--- src/rtl/connect_pkg.sv ---
// Shared types and default widths for the AIDC/XHB mode connector.
// Payload widths match the CNN-engine channel bundles.
package connect_pkg;

    typedef enum logic {
        RUN   = 1'b0,
        DRAIN = 1'b1
    } conn_state_t;

    localparam int AR_W_DEF      = 48;
    localparam int AW_W_DEF      = 48;
    localparam int W_W_DEF       = 37;
    localparam int R_W_DEF       = 38;
    localparam int B_W_DEF       = 6;
    localparam int MAX_OUTST_DEF = 8;

endpackage

--- src/rtl/outst_counter.sv ---
// Saturating up/down outstanding-transaction counter.
// SIGNED adds one bit so the count may go negative (W data ahead of its AW).
module outst_counter #(
    parameter int MAX    = 8,
    parameter bit SIGNED = 1'b0,
    localparam int W     = $clog2(MAX + 1) + (SIGNED ? 1 : 0)
) (
    input  logic         clk,
    input  logic         rst,
    input  logic         inc,
    input  logic         dec,
    output logic [W-1:0] count,
    output logic         full,
    output logic         empty,
    output logic         pos
);

    localparam logic [W-1:0] TOP    = W'(MAX);
    localparam logic [W-1:0] BOTTOM = SIGNED ? W'(-MAX) : '0;

    logic [W-1:0] count_reg;
    logic [W-1:0] count_next;
    logic         up;
    logic         down;
    logic         floor_hit;

    // Simultaneous inc and dec cancel out.
    assign up        = inc & ~dec;
    assign down      = dec & ~inc;
    assign full      = (count_reg == TOP);
    assign empty     = (count_reg == '0);
    assign floor_hit = (count_reg == BOTTOM);
    assign pos       = ~empty & ~(SIGNED & count_reg[W-1]);
    assign count     = count_reg;

    always_comb begin
        count_next = count_reg;
        if (up && !full) begin
            count_next = count_reg + 1'b1;
        end else if (down && !floor_hit) begin
            count_next = count_reg - 1'b1;
        end
    end

    always_ff @(posedge clk) begin
        if (rst) begin
            count_reg <= '0;
        end else begin
            count_reg <= count_next;
        end
    end

    // A completion with nothing outstanding means a protocol violation upstream.
    no_underflow: assert property (@(posedge clk) disable iff (rst) !(!SIGNED && down && empty));

endmodule

--- src/rtl/axi_mode_connect.sv ---
// Routes engine AR/AW/W to the compression (c_) or memory (m_) path and
// returns R/B from it; mode changes wait until both paths are quiescent.
module axi_mode_connect
    import connect_pkg::*;
#(
    parameter int AR_W      = AR_W_DEF,
    parameter int AW_W      = AW_W_DEF,
    parameter int W_W       = W_W_DEF,
    parameter int R_W       = R_W_DEF,
    parameter int B_W       = B_W_DEF,
    parameter int MAX_OUTST = MAX_OUTST_DEF
) (
    input  logic            clk,
    input  logic            rst,
    input  logic            enable_i,
    output logic            mode_o,
    output logic            busy_o,
    input  logic            s_ar_valid,
    output logic            s_ar_ready,
    input  logic [AR_W-1:0] s_ar_payload,
    input  logic            s_aw_valid,
    output logic            s_aw_ready,
    input  logic [AW_W-1:0] s_aw_payload,
    input  logic            s_w_valid,
    output logic            s_w_ready,
    input  logic [W_W-1:0]  s_w_payload,
    input  logic            s_w_last,
    output logic            s_r_valid,
    input  logic            s_r_ready,
    output logic [R_W-1:0]  s_r_payload,
    output logic            s_r_last,
    output logic            s_b_valid,
    input  logic            s_b_ready,
    output logic [B_W-1:0]  s_b_payload,
    output logic            c_ar_valid,
    input  logic            c_ar_ready,
    output logic [AR_W-1:0] c_ar_payload,
    output logic            c_aw_valid,
    input  logic            c_aw_ready,
    output logic [AW_W-1:0] c_aw_payload,
    output logic            c_w_valid,
    input  logic            c_w_ready,
    output logic [W_W-1:0]  c_w_payload,
    output logic            c_w_last,
    input  logic            c_r_valid,
    output logic            c_r_ready,
    input  logic [R_W-1:0]  c_r_payload,
    input  logic            c_r_last,
    input  logic            c_b_valid,
    output logic            c_b_ready,
    input  logic [B_W-1:0]  c_b_payload,
    output logic            m_ar_valid,
    input  logic            m_ar_ready,
    output logic [AR_W-1:0] m_ar_payload,
    output logic            m_aw_valid,
    input  logic            m_aw_ready,
    output logic [AW_W-1:0] m_aw_payload,
    output logic            m_w_valid,
    input  logic            m_w_ready,
    output logic [W_W-1:0]  m_w_payload,
    output logic            m_w_last,
    input  logic            m_r_valid,
    output logic            m_r_ready,
    input  logic [R_W-1:0]  m_r_payload,
    input  logic            m_r_last,
    input  logic            m_b_valid,
    output logic            m_b_ready,
    input  logic [B_W-1:0]  m_b_payload
);

    localparam int CNT_W = $clog2(MAX_OUTST + 1);

    conn_state_t state_reg, state_next;
    logic        mode_reg, mode_next;

    logic [CNT_W-1:0] rd_cnt, wr_cnt;
    logic [CNT_W:0]   w_pend;
    logic rd_full, rd_empty, rd_pos;
    logic wr_full, wr_empty, wr_pos;
    logic w_full, w_empty, w_pos;
    logic ar_en, aw_en, w_en, rsp_en, sel_c;
    logic unused_sink;

    assign sel_c  = mode_reg;
    assign rsp_en = ~rst;
    assign ar_en  = ~rst & (state_reg == RUN) & ~rd_full;
    assign aw_en  = ~rst & (state_reg == RUN) & ~wr_full;
    // While draining, W may only finish bursts whose AW was already accepted.
    assign w_en   = ~rst & ((state_reg == RUN) | w_pos);

    assign c_ar_valid   = ar_en & sel_c & s_ar_valid;
    assign m_ar_valid   = ar_en & ~sel_c & s_ar_valid;
    assign c_ar_payload = s_ar_payload;
    assign m_ar_payload = s_ar_payload;
    assign s_ar_ready   = ar_en & (sel_c ? c_ar_ready : m_ar_ready);

    assign c_aw_valid   = aw_en & sel_c & s_aw_valid;
    assign m_aw_valid   = aw_en & ~sel_c & s_aw_valid;
    assign c_aw_payload = s_aw_payload;
    assign m_aw_payload = s_aw_payload;
    assign s_aw_ready   = aw_en & (sel_c ? c_aw_ready : m_aw_ready);

    assign c_w_valid    = w_en & sel_c & s_w_valid;
    assign m_w_valid    = w_en & ~sel_c & s_w_valid;
    assign c_w_payload  = s_w_payload;
    assign m_w_payload  = s_w_payload;
    assign c_w_last     = s_w_last;
    assign m_w_last     = s_w_last;
    assign s_w_ready    = w_en & (sel_c ? c_w_ready : m_w_ready);

    assign s_r_valid    = rsp_en & (sel_c ? c_r_valid : m_r_valid);
    assign s_r_payload  = sel_c ? c_r_payload : m_r_payload;
    assign s_r_last     = sel_c ? c_r_last : m_r_last;
    assign c_r_ready    = rsp_en & sel_c & s_r_ready;
    assign m_r_ready    = rsp_en & ~sel_c & s_r_ready;

    assign s_b_valid    = rsp_en & (sel_c ? c_b_valid : m_b_valid);
    assign s_b_payload  = sel_c ? c_b_payload : m_b_payload;
    assign c_b_ready    = rsp_en & sel_c & s_b_ready;
    assign m_b_ready    = rsp_en & ~sel_c & s_b_ready;

    outst_counter #(.MAX(MAX_OUTST), .SIGNED(1'b0)) u_rd_cnt (
        .clk(clk), .rst(rst),
        .inc(s_ar_valid & s_ar_ready),
        .dec(s_r_valid & s_r_ready & s_r_last),
        .count(rd_cnt), .full(rd_full), .empty(rd_empty), .pos(rd_pos)
    );

    outst_counter #(.MAX(MAX_OUTST), .SIGNED(1'b0)) u_wr_cnt (
        .clk(clk), .rst(rst),
        .inc(s_aw_valid & s_aw_ready),
        .dec(s_b_valid & s_b_ready),
        .count(wr_cnt), .full(wr_full), .empty(wr_empty), .pos(wr_pos)
    );

    outst_counter #(.MAX(MAX_OUTST), .SIGNED(1'b1)) u_w_pend (
        .clk(clk), .rst(rst),
        .inc(s_aw_valid & s_aw_ready),
        .dec(s_w_valid & s_w_ready & s_w_last),
        .count(w_pend), .full(w_full), .empty(w_empty), .pos(w_pos)
    );

    assign unused_sink = ^{rd_cnt, wr_cnt, w_pend, rd_pos, wr_pos, w_full};

    always_comb begin
        state_next = state_reg;
        mode_next  = mode_reg;
        case (state_reg)
            RUN: begin
                if (enable_i != mode_reg) begin
                    state_next = DRAIN;
                end
            end
            DRAIN: begin
                // enable_i is re-sampled at exit, so a bounced request lands back on the old mode.
                if (rd_empty && wr_empty && w_empty) begin
                    state_next = RUN;
                    mode_next  = enable_i;
                end
            end
            default: state_next = RUN;
        endcase
    end

    always_ff @(posedge clk) begin
        if (rst) begin
            state_reg <= RUN;
            mode_reg  <= 1'b0;
        end else begin
            state_reg <= state_next;
            mode_reg  <= mode_next;
        end
    end

    assign mode_o = mode_reg;
    assign busy_o = (state_reg == DRAIN);

endmodule
--- config.mk ---
export PLATFORM = sky130hd
export DESIGN_NAME = axi_mode_connect
export DESIGN_NICKNAME = d
export VERILOG_FILES = /design/src/rtl/connect_pkg.sv /design/src/rtl/outst_counter.sv /design/src/rtl/axi_mode_connect.sv
export SDC_FILE = /design/constraint.sdc
export NUM_CORES = 1
export LEC_CHECK = 0
export CAP_MARGIN = 30
export CORE_AREA = 3 3 218 220
export DETAILED_ROUTE_END_ITERATION = 16
export DIE_AREA = 0 0 221 223
export GPL_TIMING_DRIVEN = 0
export SLEW_MARGIN = 15
export SYNTH_ARGS = -nofsm -noshare
export SYNTH_HDL_FRONTEND = slang
export SYNTH_HIERARCHICAL = 1
export SYNTH_SLANG_ARGS = --single-unit
--- constraint.sdc ---
create_clock -name clk -period 3.2 [get_ports clk]
set_clock_uncertainty 0.15 [all_clocks]
set_input_delay 0.48 -clock clk [delete_from_list [all_inputs] [get_ports clk]]
set_output_delay 0.48 -clock clk [all_outputs]
set_load 0.1 [all_outputs]
After elaboration in Yosys (flattened, before gate mapping) --
Index checks and enable logic that the tools add are counted.
Word-level totals: flip-flop bits (word level) 15, bits in latches 0, RAM bits 0, memory bits (read-only) 0, bits of input ports 242, output and inout bits 330, logic and storage cells 108, memories 0
Operators by class: add/sub/neg operators 6, multipliers 0, divide/modulo/power cells 0, order comparisons 0, equal/unequal tests 5, shift operators 0, muxes and demuxes 17, bitwise logic cells 54, reductions and logical operators 21
Operator list (count):
- $and A1 B1 Y1 | 41
- $mux W38 | 1
- $mux W4 | 4
- $not A1 Y1 | 12
- $mux W5 | 2
- $add A4 B1 Y4 const B | 2
- $eq A4 B4 Y1 const B | 2
- $logic_and A1 B1 Y1 | 8
- $logic_not A4 Y1 | 2
- $mux W1 | 8
- $sub A4 B1 Y4 const B | 2
- $logic_not A1 Y1 | 6
- $mux W6 | 1
- $reduce_bool A2 Y1 | 3
- $add A5 B1 Y5 const B | 1
- $eq A5 B4 Y1 const B | 1
- $eq A5 B5 Y1 const B | 1
- $logic_not A5 Y1 | 1
- $sub A5 B1 Y5 const B | 1
- $pmux W1 S2 | 1
- $reduce_and A2 Y1 | 1
- $ne A1 B1 Y1 | 1
- $or A1 B1 Y1 | 1

Depth between registers and ports, before layout --
Gate-level depths: netlist (run 1).
word-level depth 12, mapped depth 12, mapped depth without buffers 12

Modules after synthesis --
The synthesis (run 1) kept the hierarchy.
By module, submodules not included:
- axi_mode_connect | instances 1, cells an instance 361, area an instance 2912.8 um^2, sequential area each 40.0 um^2
- outst_counter (u_rd_cnt ...) | instances 2, cells an instance 31, area an instance 300.3 um^2, sequential area each 80.1 um^2
- outst_counter (u_w_pend) | instances 1, cells an instance 51, area an instance 431.7 um^2, sequential area each 100.1 um^2

Least setup slack after synthesis (run 1) --
OpenSTA, ideal clock, no wires.
kind register -> output, start point reg mode_reg (netlist: mode_o), end point out c_w_valid, arrival time 3616 ps, required time 2570 ps, slack -1046 ps, cell stages (with the launch flop) 5, buffers on the path 3, cell sequence dfxtp_1 buf_6 buf_12 buf_6 nor3b_1
On the way: word-level cells in the longest chain between the ends 2
Ends and longest elaborated chain:
- start: declaration | line axi_mode_connect.sv:74 | logic mode_reg, mode_next;
- start signal: assignment | line axi_mode_connect.sv:171 | mode_reg <= mode_next;
- $and A1 B1 Y1 (2 in series) | line axi_mode_connect.sv:103 | assign c_w_valid = w_en & sel_c & s_w_valid;
- end: declaration | line axi_mode_connect.sv:41 | output logic c_w_valid,
Every way passes these cells.

Final worst setup path (run 1) --
start point reg mode_reg (netlist: mode_o), end point out s_b_valid
On the way: word-level cells in the longest chain between the ends 2
Ends and longest elaborated chain:
- $mux W1 | line axi_mode_connect.sv:117 | assign s_b_valid = rsp_en & (sel_c ? c_b_valid : m_b_valid);
- $and A1 B1 Y1 | line axi_mode_connect.sv:117
- end: declaration | line axi_mode_connect.sv:32 | output logic s_b_valid,
Every way passes these cells.

==> qor.yml, run 1 <==
finish:
  areaGrowthSynthToFinish_pct: 138
  utilization_pct: 20.6
  drive_gt1_share_pct: 39.1
  finalNonFillerCells: 1524
  finish.instance_area_sq_um: 9360
  largest_reg_flops: 5
  finalNetCount: 1177
cts:
  cts_hold_buf: 0
  cts_tree: "built"
  clock_sinks: 15
  cts-root-buf: "clkbuf_16"
  cts_buffers: 3
  clk_pin_slew_ns: 0.05
  clock_latency_ns: 0.25
  cts_max_level: 1
  clockBufferDepth: 2
setup_path:
  r2r_start: "mode_o"
  cpMaxStageDelayCell: "clkdlybuf4s50_1"
  max_stage_delay_ns: 1.15
  crit_type: "reg -> out"
  critPathBufInv: 4
  timing.rr.end: "u_rd_cnt/count[3]"
  cp-end-kind: "output pin"
  r2r_slack_ns: 0.18
  start_kind: "flop"
  startpoint: "mode_o"
  path_max_fanout: 6
  reg2regPathDepth: 12
  worstPathCellList: "buf_12 > buf_12 > buf_4 > mux2i_1 > nor2_1 > clkdlybuf4s50_1"
  critPathArrivalTime_ns: 2.47
  crit_family: "buffers and inverters"
  path_common_cell: "buf_12"
  worstPathRequired_ns: 2.57
global_routing:
  grt_pass1_wl_um: 28100
  grt_pass1_vias: 4409
  grt_max_degree: 19
  gr-usage-all-layers_pct: 7.17
  overflow: 0
  antenna_found_initial: 1
floorplanning:
  die_height_um: 223
  initial_utilization_pct: 8.65
  ioPinCount: 572
  dieArea_sq_um: 49300
  fp.coreArea_sq_um: 45500
  dieWidth_um: 221
  row_count: 78
place:
  dpl-instance-area_sq_um: 9200
  portBuffers: 438
  dpl.cell_count: 1513
  pre_cts_slack_ns: -0.784
  gp_congestion: 0.785
  place_hpwl_um: 18400
min_path:
  hp-start: "u_w_pend/count[3]"
  min_path_type: "reg -> reg"
  hold_depth: 2
  hold_path_end: "u_w_pend/count[3]"
timing:
  worst_pin_slew_ns: 1.03
  finalSetupViolations: 0
  rsz0062_at_grt: "no"
  maxSlewHeadroom_pct: 30.9
  period_share_pct: 96.7
  drv_slew: 0
  finalHoldViolations: 0
  fin_ws_ns: 0.104
  fin_hold_ws_ns: 0.368
  setup_tns_ns: 0
  period_needed_ns: 3.10
  timing.fmax_mhz: 323
pwr:
  p_leak_nw: 3.92
  power.density_nw_per_um2: 432
  power_mw: 4.05
  ir_worst_vdd_mv: 0.244
detailed_routing:
  dr.pass1.iters: 4
  drt-wirelength-per-cell_um: 13.1
  vias: 4421
  ant_nets: 0
  viasPerCell: 2.90
  drc_errors: 0
  drtIter0Drc: 71
  wl_um: 20000
synth:
  synth_area_sq_um: 3930
  synth.net_count: 724
  ys_warn_count: 6
  synth_cells: 471
  syn_area_per_cell_sq_um: 8.35
run_status:
  status: "finished, final reports clean"
run:
  drv_cap: 0
-- repair_timing --
action / CTS / global route
buffers inserted: 0 / 6
resized for setup: 23 / 10
cloned: 0 / 0
setup endpoints to repair: 26 / 3
-- worst max path at each step --
stage / endpoint / slack [ns] / cells after the start
global route: u_rd_cnt/count[3] / 0.0003 / 12
global placement: u_w_pend/count[4] / -0.73 / 11
detailed placement: u_wr_cnt/count[3] / -0.78 / 10
floorplan: m_w_valid / -0.55 / 2
finish: s_b_valid / 0.10 / 6
CTS: u_w_pend/count[4] / 0.006 / 12
-- worst min-delay path: cells and delay by family, from the launching register on --
family / cells / cell delay [ns]
AOI/OAI and AO/OA: 1 / 0.06
DFF: 1 / 0.33
and+or+nand+nor: 1 / 0.08
-- routing by layer --
layer / global-route usage, % / up-vias / wire, um
li1: - / 2175 / -
met1: 8.56 / 2004 / 8010
met2: 13.4 / 232 / 10600
met3: 1.38 / 10 / 1140
met4: 1.20 / 0 / 212
met5: 0 / - / 0
-- layout by cell type, fill, tap and decap left out, types with 3 or more instances in the layout --
master and count:
a211oi_1 4, a21oi_1 9, and3_1 3, and3b_1 4, buf_12 3, buf_16 4, buf_4 277, clkbuf_16 3
clkdlybuf4s50_1 421, dfxtp_1 14, dlygate4sd2_1 16, fa_1 3, ha_1 8, inv_1 5, mux2_2 43, mux2i_1 6
nand2_1 5, nand2b_1 7, nor2_1 18, nor2b_1 4, nor3_1 6, nor3_4 3, nor4_1 3, xnor2_1 11
-- cell type report --
class | count | area (sq um)
sequential | 15 | 304
buffer | 277 | 2110
tap | 600 | 751
clock buffer | 3 | 75.1
inverter | 6 | 22.5
timing repair buffer | 448 | 4530
multi-input combinational | 173 | 1570
fill | 5047 | 36100
antenna | 1 | 2.50
clock inverter | 1 | 5.00
-- power by group --
part	total [mW]	switching, mW	leakage [nW]	internal, mW
clock network	0.247	0.0805	0.0409	0.167
logic	3.55	2.50	3.75	1.05
registers	0.254	0.0421	0.123	0.212
total	4.05	2.62	3.92	1.43
Note: power is estimated with default switching activity, not from simulation.
==> inputs of run 2 (changes only) <==
- PLACE_DENSITY: not set -> 0.44
==> qor.yml, run 2 (synthesized netlist as in run 1, its figures left out) <==
global_routing:
  grt_max_degree: 19
  gr-usage-all-layers_pct: 8.64
  grt_pass1_wl_um: 32600
  grt_pass1_vias: 4516
  overflow: 0
  antenna_found_initial: 0
cts:
  clk_pin_slew_ns: 0.05
  cts-root-buf: "clkbuf_16"
  cts_buffers: 3
  cts_tree: "built"
  clock_sinks: 15
  clock_latency_ns: 0.24
  clockBufferDepth: 2
  cts_hold_buf: 0
  cts_max_level: 1
detailed_routing:
  ant_nets: 0
  drc_errors: 0
  dr.pass1.iters: 4
  viasPerCell: 2.87
  vias: 4434
  drt-wirelength-per-cell_um: 15.1
  wl_um: 23300
  drtIter0Drc: 94
finish:
  antenna_cells: 0
  final_common_cell: "clkdlybuf4s50_1"
  layout_common_cells: "clkdlybuf4s50_1, buf_4, mux2_2"
  areaGrowthSynthToFinish_pct: 153
  finalNetCount: 1197
  largest_reg_flops: 5
  nFillCells: 4996
  drive_gt1_share_pct: 40.2
setup_path:
  path_max_fanout: 10
  r2r_start: "mode_o"
  start_kind: "flop"
  max_stage_delay_ns: 1.15
  critPathArrivalTime_ns: 2.44
  critPathBufInv: 4
  cp-end-kind: "output pin"
  worstPathRequired_ns: 2.57
  cpMaxStageDelayCell: "clkdlybuf4s50_1"
  worstPathCellList: "buf_6 > buf_12 > buf_6 > mux2_4 > clkdlybuf4s50_1"
  path_common_cell: "buf_6"
  startpoint: "mode_o"
  crit_family: "buffers and inverters"
  crit_type: "reg -> out"
floorplanning:
  dieWidth_um: 221
  ioPinCount: 572
  row_count: 78
  fp.coreArea_sq_um: 45500
  die_height_um: 223
  initial_utilization_pct: 8.65
  dieArea_sq_um: 49300
place:
  portBuffers: 438
  pre_cts_slack_ns: -0.996
  gp_congestion: 0.778
  place_hpwl_um: 21600
timing:
  period_needed_ns: 3.07
  fin_ws_ns: 0.129
  fin_hold_ws_ns: 0.360
  finalHoldViolations: 0
  period_share_pct: 96.0
  timing.fmax_mhz: 326
  maxSlewHeadroom_pct: 31.0
  finalSetupViolations: 0
  worst_pin_slew_ns: 1.03
  setup_tns_ns: 0
  drv_slew: 0
run:
  drv_cap: 0
pwr:
  ir_worst_vdd_mv: 0.181
  power.density_nw_per_um2: 430
  power_mw: 4.28
  p_leak_nw: 4.16
min_path:
  min_path_type: "reg -> reg"
  hp-start: "u_w_pend/count[3]"
run_status:
  status: "finished, final reports clean"
## run 2: tightest hold or removal path: cells and delay by family, from the launching register on
| family | cells | cell delay (ns) |
|---|---|---|
| simple gates | 1 | 0.07 |
| compound gates | 1 | 0.05 |
| flops | 1 | 0.33 |
## run 2: final timing paths
check        slack [ns]                 to  depth (start not counted)
max                0.13     s_b_payload[4]                          5
min                0.36  u_w_pend/count[3]                          2
max reg2reg        0.22  u_w_pend/count[4]                         12
min reg2reg        0.36  u_w_pend/count[3]                          2
## run 2: power breakdown
group	total (mW)	switching, mW	internal (mW)
clock network	0.245	0.0777	0.167
registers	0.248	0.0367	0.212
logic	3.78	2.57	1.21
total	4.28	2.69	1.59
## run 2: cell type report
cell class,instances,area (sq um),area share [%]
sequential,15,305,3.07
multi-input combinational,173,1540,15.5
timing repair buffer,468,5130,51.7
buffer,277,2100,21.1
inverter,6,22.5,0.227
clock inverter,1,5.00,0.0504
clock buffer,3,75.1,0.756
tap,600,751,7.56
## run 2: per-layer routing
| metal | part of all wire [%] | wire length, um | track usage (%) |
|---|---|---|---|
| met5 | 0 | 0 | 0 |
| met4 | 0.17 | 39 | 0.499 |
| met3 | 5.3 | 1240 | 1.57 |
| met2 | 53 | 12300 | 16.0 |
| met1 | 42 | 9730 | 10.9 |
## run 2: timing repair
action,CTS,global route
buffers inserted,0,3
endpoints found under the hold margin,0,0
setup endpoints to repair,25,5
pin swaps,1,2
gates resized for setup,18,7
## run 2: stage by stage
step	area (sq um)	instances	utilization (%)
after floorplan	3950	471	-
after global placement	9090	1509	20.0
after detailed placement	9830	1536	21.6
after CTS	9910	1540	21.8
after global routing	9930	1543	21.8
final	9930	1543	21.8
==> inputs of run 3 (changes only) <==
- SETUP_SLACK_MARGIN: not set -> 0.05
- SLEW_MARGIN: 15 -> 20
==> qor.yml, run 3 (synthesized netlist as in run 1, its figures left out) <==
global_routing:
  grt_pass1_wl_um: 32300
  overflow: 0
  grt_pass1_vias: 4436
  gr-usage-all-layers_pct: 8.61
  antenna_found_initial: 0
  grt_max_degree: 19
setup_path:
  worstPathRequired_ns: 2.57
  path_max_fanout: 1
  crit_type: "in -> out"
  cp-end-kind: "output pin"
  start_kind: "input pin"
  critPathArrivalTime_ns: 2.44
finish:
  areaGrowthSynthToFinish_pct: 150
  drive_gt1_share_pct: 40.0
  layout_common_cells: "clkdlybuf4s50_1, buf_4, mux2_2"
  finalNetCount: 1193
  final_common_cell: "clkdlybuf4s50_1"
  antenna_cells: 0
  largest_reg_flops: 5
  finalNonFillerCells: 1539
detailed_routing:
  vias: 4404
  drt-wirelength-per-cell_um: 15.2
  wl_um: 23400
  drtIter0Drc: 107
  dr.pass1.iters: 4
  ant_nets: 0
  drc_errors: 0
  viasPerCell: 2.86
pwr:
  p_comb_share_pct: 88.2
  share_seq_of_total_power_pct: 5.9
  p_leak_nw: 4.12
  clkPwrFrac_pct: 5.9
  switchingPower_mw: 2.69
  ir_worst_vdd_mv: 0.198
  switching_share_pct: 63.4
  p_int_mw: 1.55
  power_mw: 4.24
  power.density_nw_per_um2: 432
floorplanning:
  initial_utilization_pct: 8.65
  ioPinCount: 572
  die_height_um: 223
  dieArea_sq_um: 49300
  dieWidth_um: 221
  fp.coreArea_sq_um: 45500
  row_count: 78
timing:
  drv_slew: 0
  maxSlewHeadroom_pct: 30.3
  finalSetupViolations: 0
  timing.fmax_mhz: 326
  fin_ws_ns: 0.130
  finalHoldViolations: 0
  period_needed_ns: 3.07
  fin_hold_ws_ns: 0.378
  period_share_pct: 95.9
  worst_pin_slew_ns: 1.04
  rsz0062_at_grt: "yes"
place:
  pre_cts_slack_ns: -1.03
  gp_congestion: 0.778
  dpl.cell_count: 1533
  place_hpwl_um: 21700
  portBuffers: 438
min_path:
  min_path_type: "reg -> reg"
cts:
  cts_tree: "built"
  cts_hold_buf: 0
  cts_buffers: 3
  clock_latency_ns: 0.25
  cts_max_level: 1
  clockBufferDepth: 2
  clock_sinks: 15
  cts-root-buf: "clkbuf_16"
  clk_pin_slew_ns: 0.05
run_status:
  status: "finished, final reports clean"
run:
  drv_cap: 0
[run 3: changes by cell type in the layout (fill, tap and decap cells not counted), sizes merged]
cell and delta:
clkdlybuf4s50 -4, clkdlybuf4s15 -1, dlygate4sd2 +2, buf -1
[run 3: power by group through the flow]
stage          Sequential, mW  Clock [mW]  Combinational (mW)
2_1_floorplan           0.283           0                2.69
3_3_place_gp            0.254           0                3.56
3_5_place_dp            0.254           0                3.78
4_1_cts                 0.250       0.257                3.78
5_1_grt                 0.256       0.265                3.86
6_report                0.250       0.251                3.74
[run 3: final cells by class]
cell class	instances	area [sq um]
inverter	6	22.5
sequential	15	304
multi-input combinational	173	1540
clock inverter	1	5.00
fill	4968	35700
tap	600	751
buffer	277	2100
clock buffer	3	75.1
timing repair buffer	464	5020
[run 3: repair_timing]
action | CTS | global route
setup endpoints to repair | 26 | 6
resized for setup | 17 | 6
hold endpoints to repair | 0 | 0
setup buffers | 0 | 2
pin swaps | 1 | 1
[run 3: final timing paths]
check	from	endpoint	slack, ns	cells after the start
max	c_r_payload[11]	s_r_payload[11]	0.13	3
min	u_w_pend/count[3]	u_w_pend/count[3]	0.38	2
min reg2reg	u_w_pend/count[3]	u_w_pend/count[3]	0.38	2
max reg2reg	mode_o	u_w_pend/count[4]	0.20	12
[run 3: metal layers]
| metal | track usage [%] | up-vias | wire, um |
|---|---|---|---|
| met5 | 0 | - | 0 |
| met3 | 1.55 | 4 | 1270 |
| met2 | 16.1 | 231 | 12300 |
| li1 | - | 2204 | - |
| met4 | 0.499 | 0 | 42 |
| met1 | 10.8 | 1965 | 9740 |
[run 3: worst max-delay path, stage by stage]
cell and delay, ns:
clkdlybuf4s50_1 0.58, mux2_2 0.20, clkdlybuf4s50_1 1.17
[run 3: per-stage QoR]
stage / TNS (ns) / utilization (%) / instance area [sq um]
global route: 0 / 21.6 / 9830
global placement: -15.31 / 20.0 / 9090
finish: 0 / 21.6 / 9830
CTS: -0.0106 / 21.6 / 9810
floorplan: -1.28 / - / 3950
detailed placement: -14.61 / 21.4 / 9730
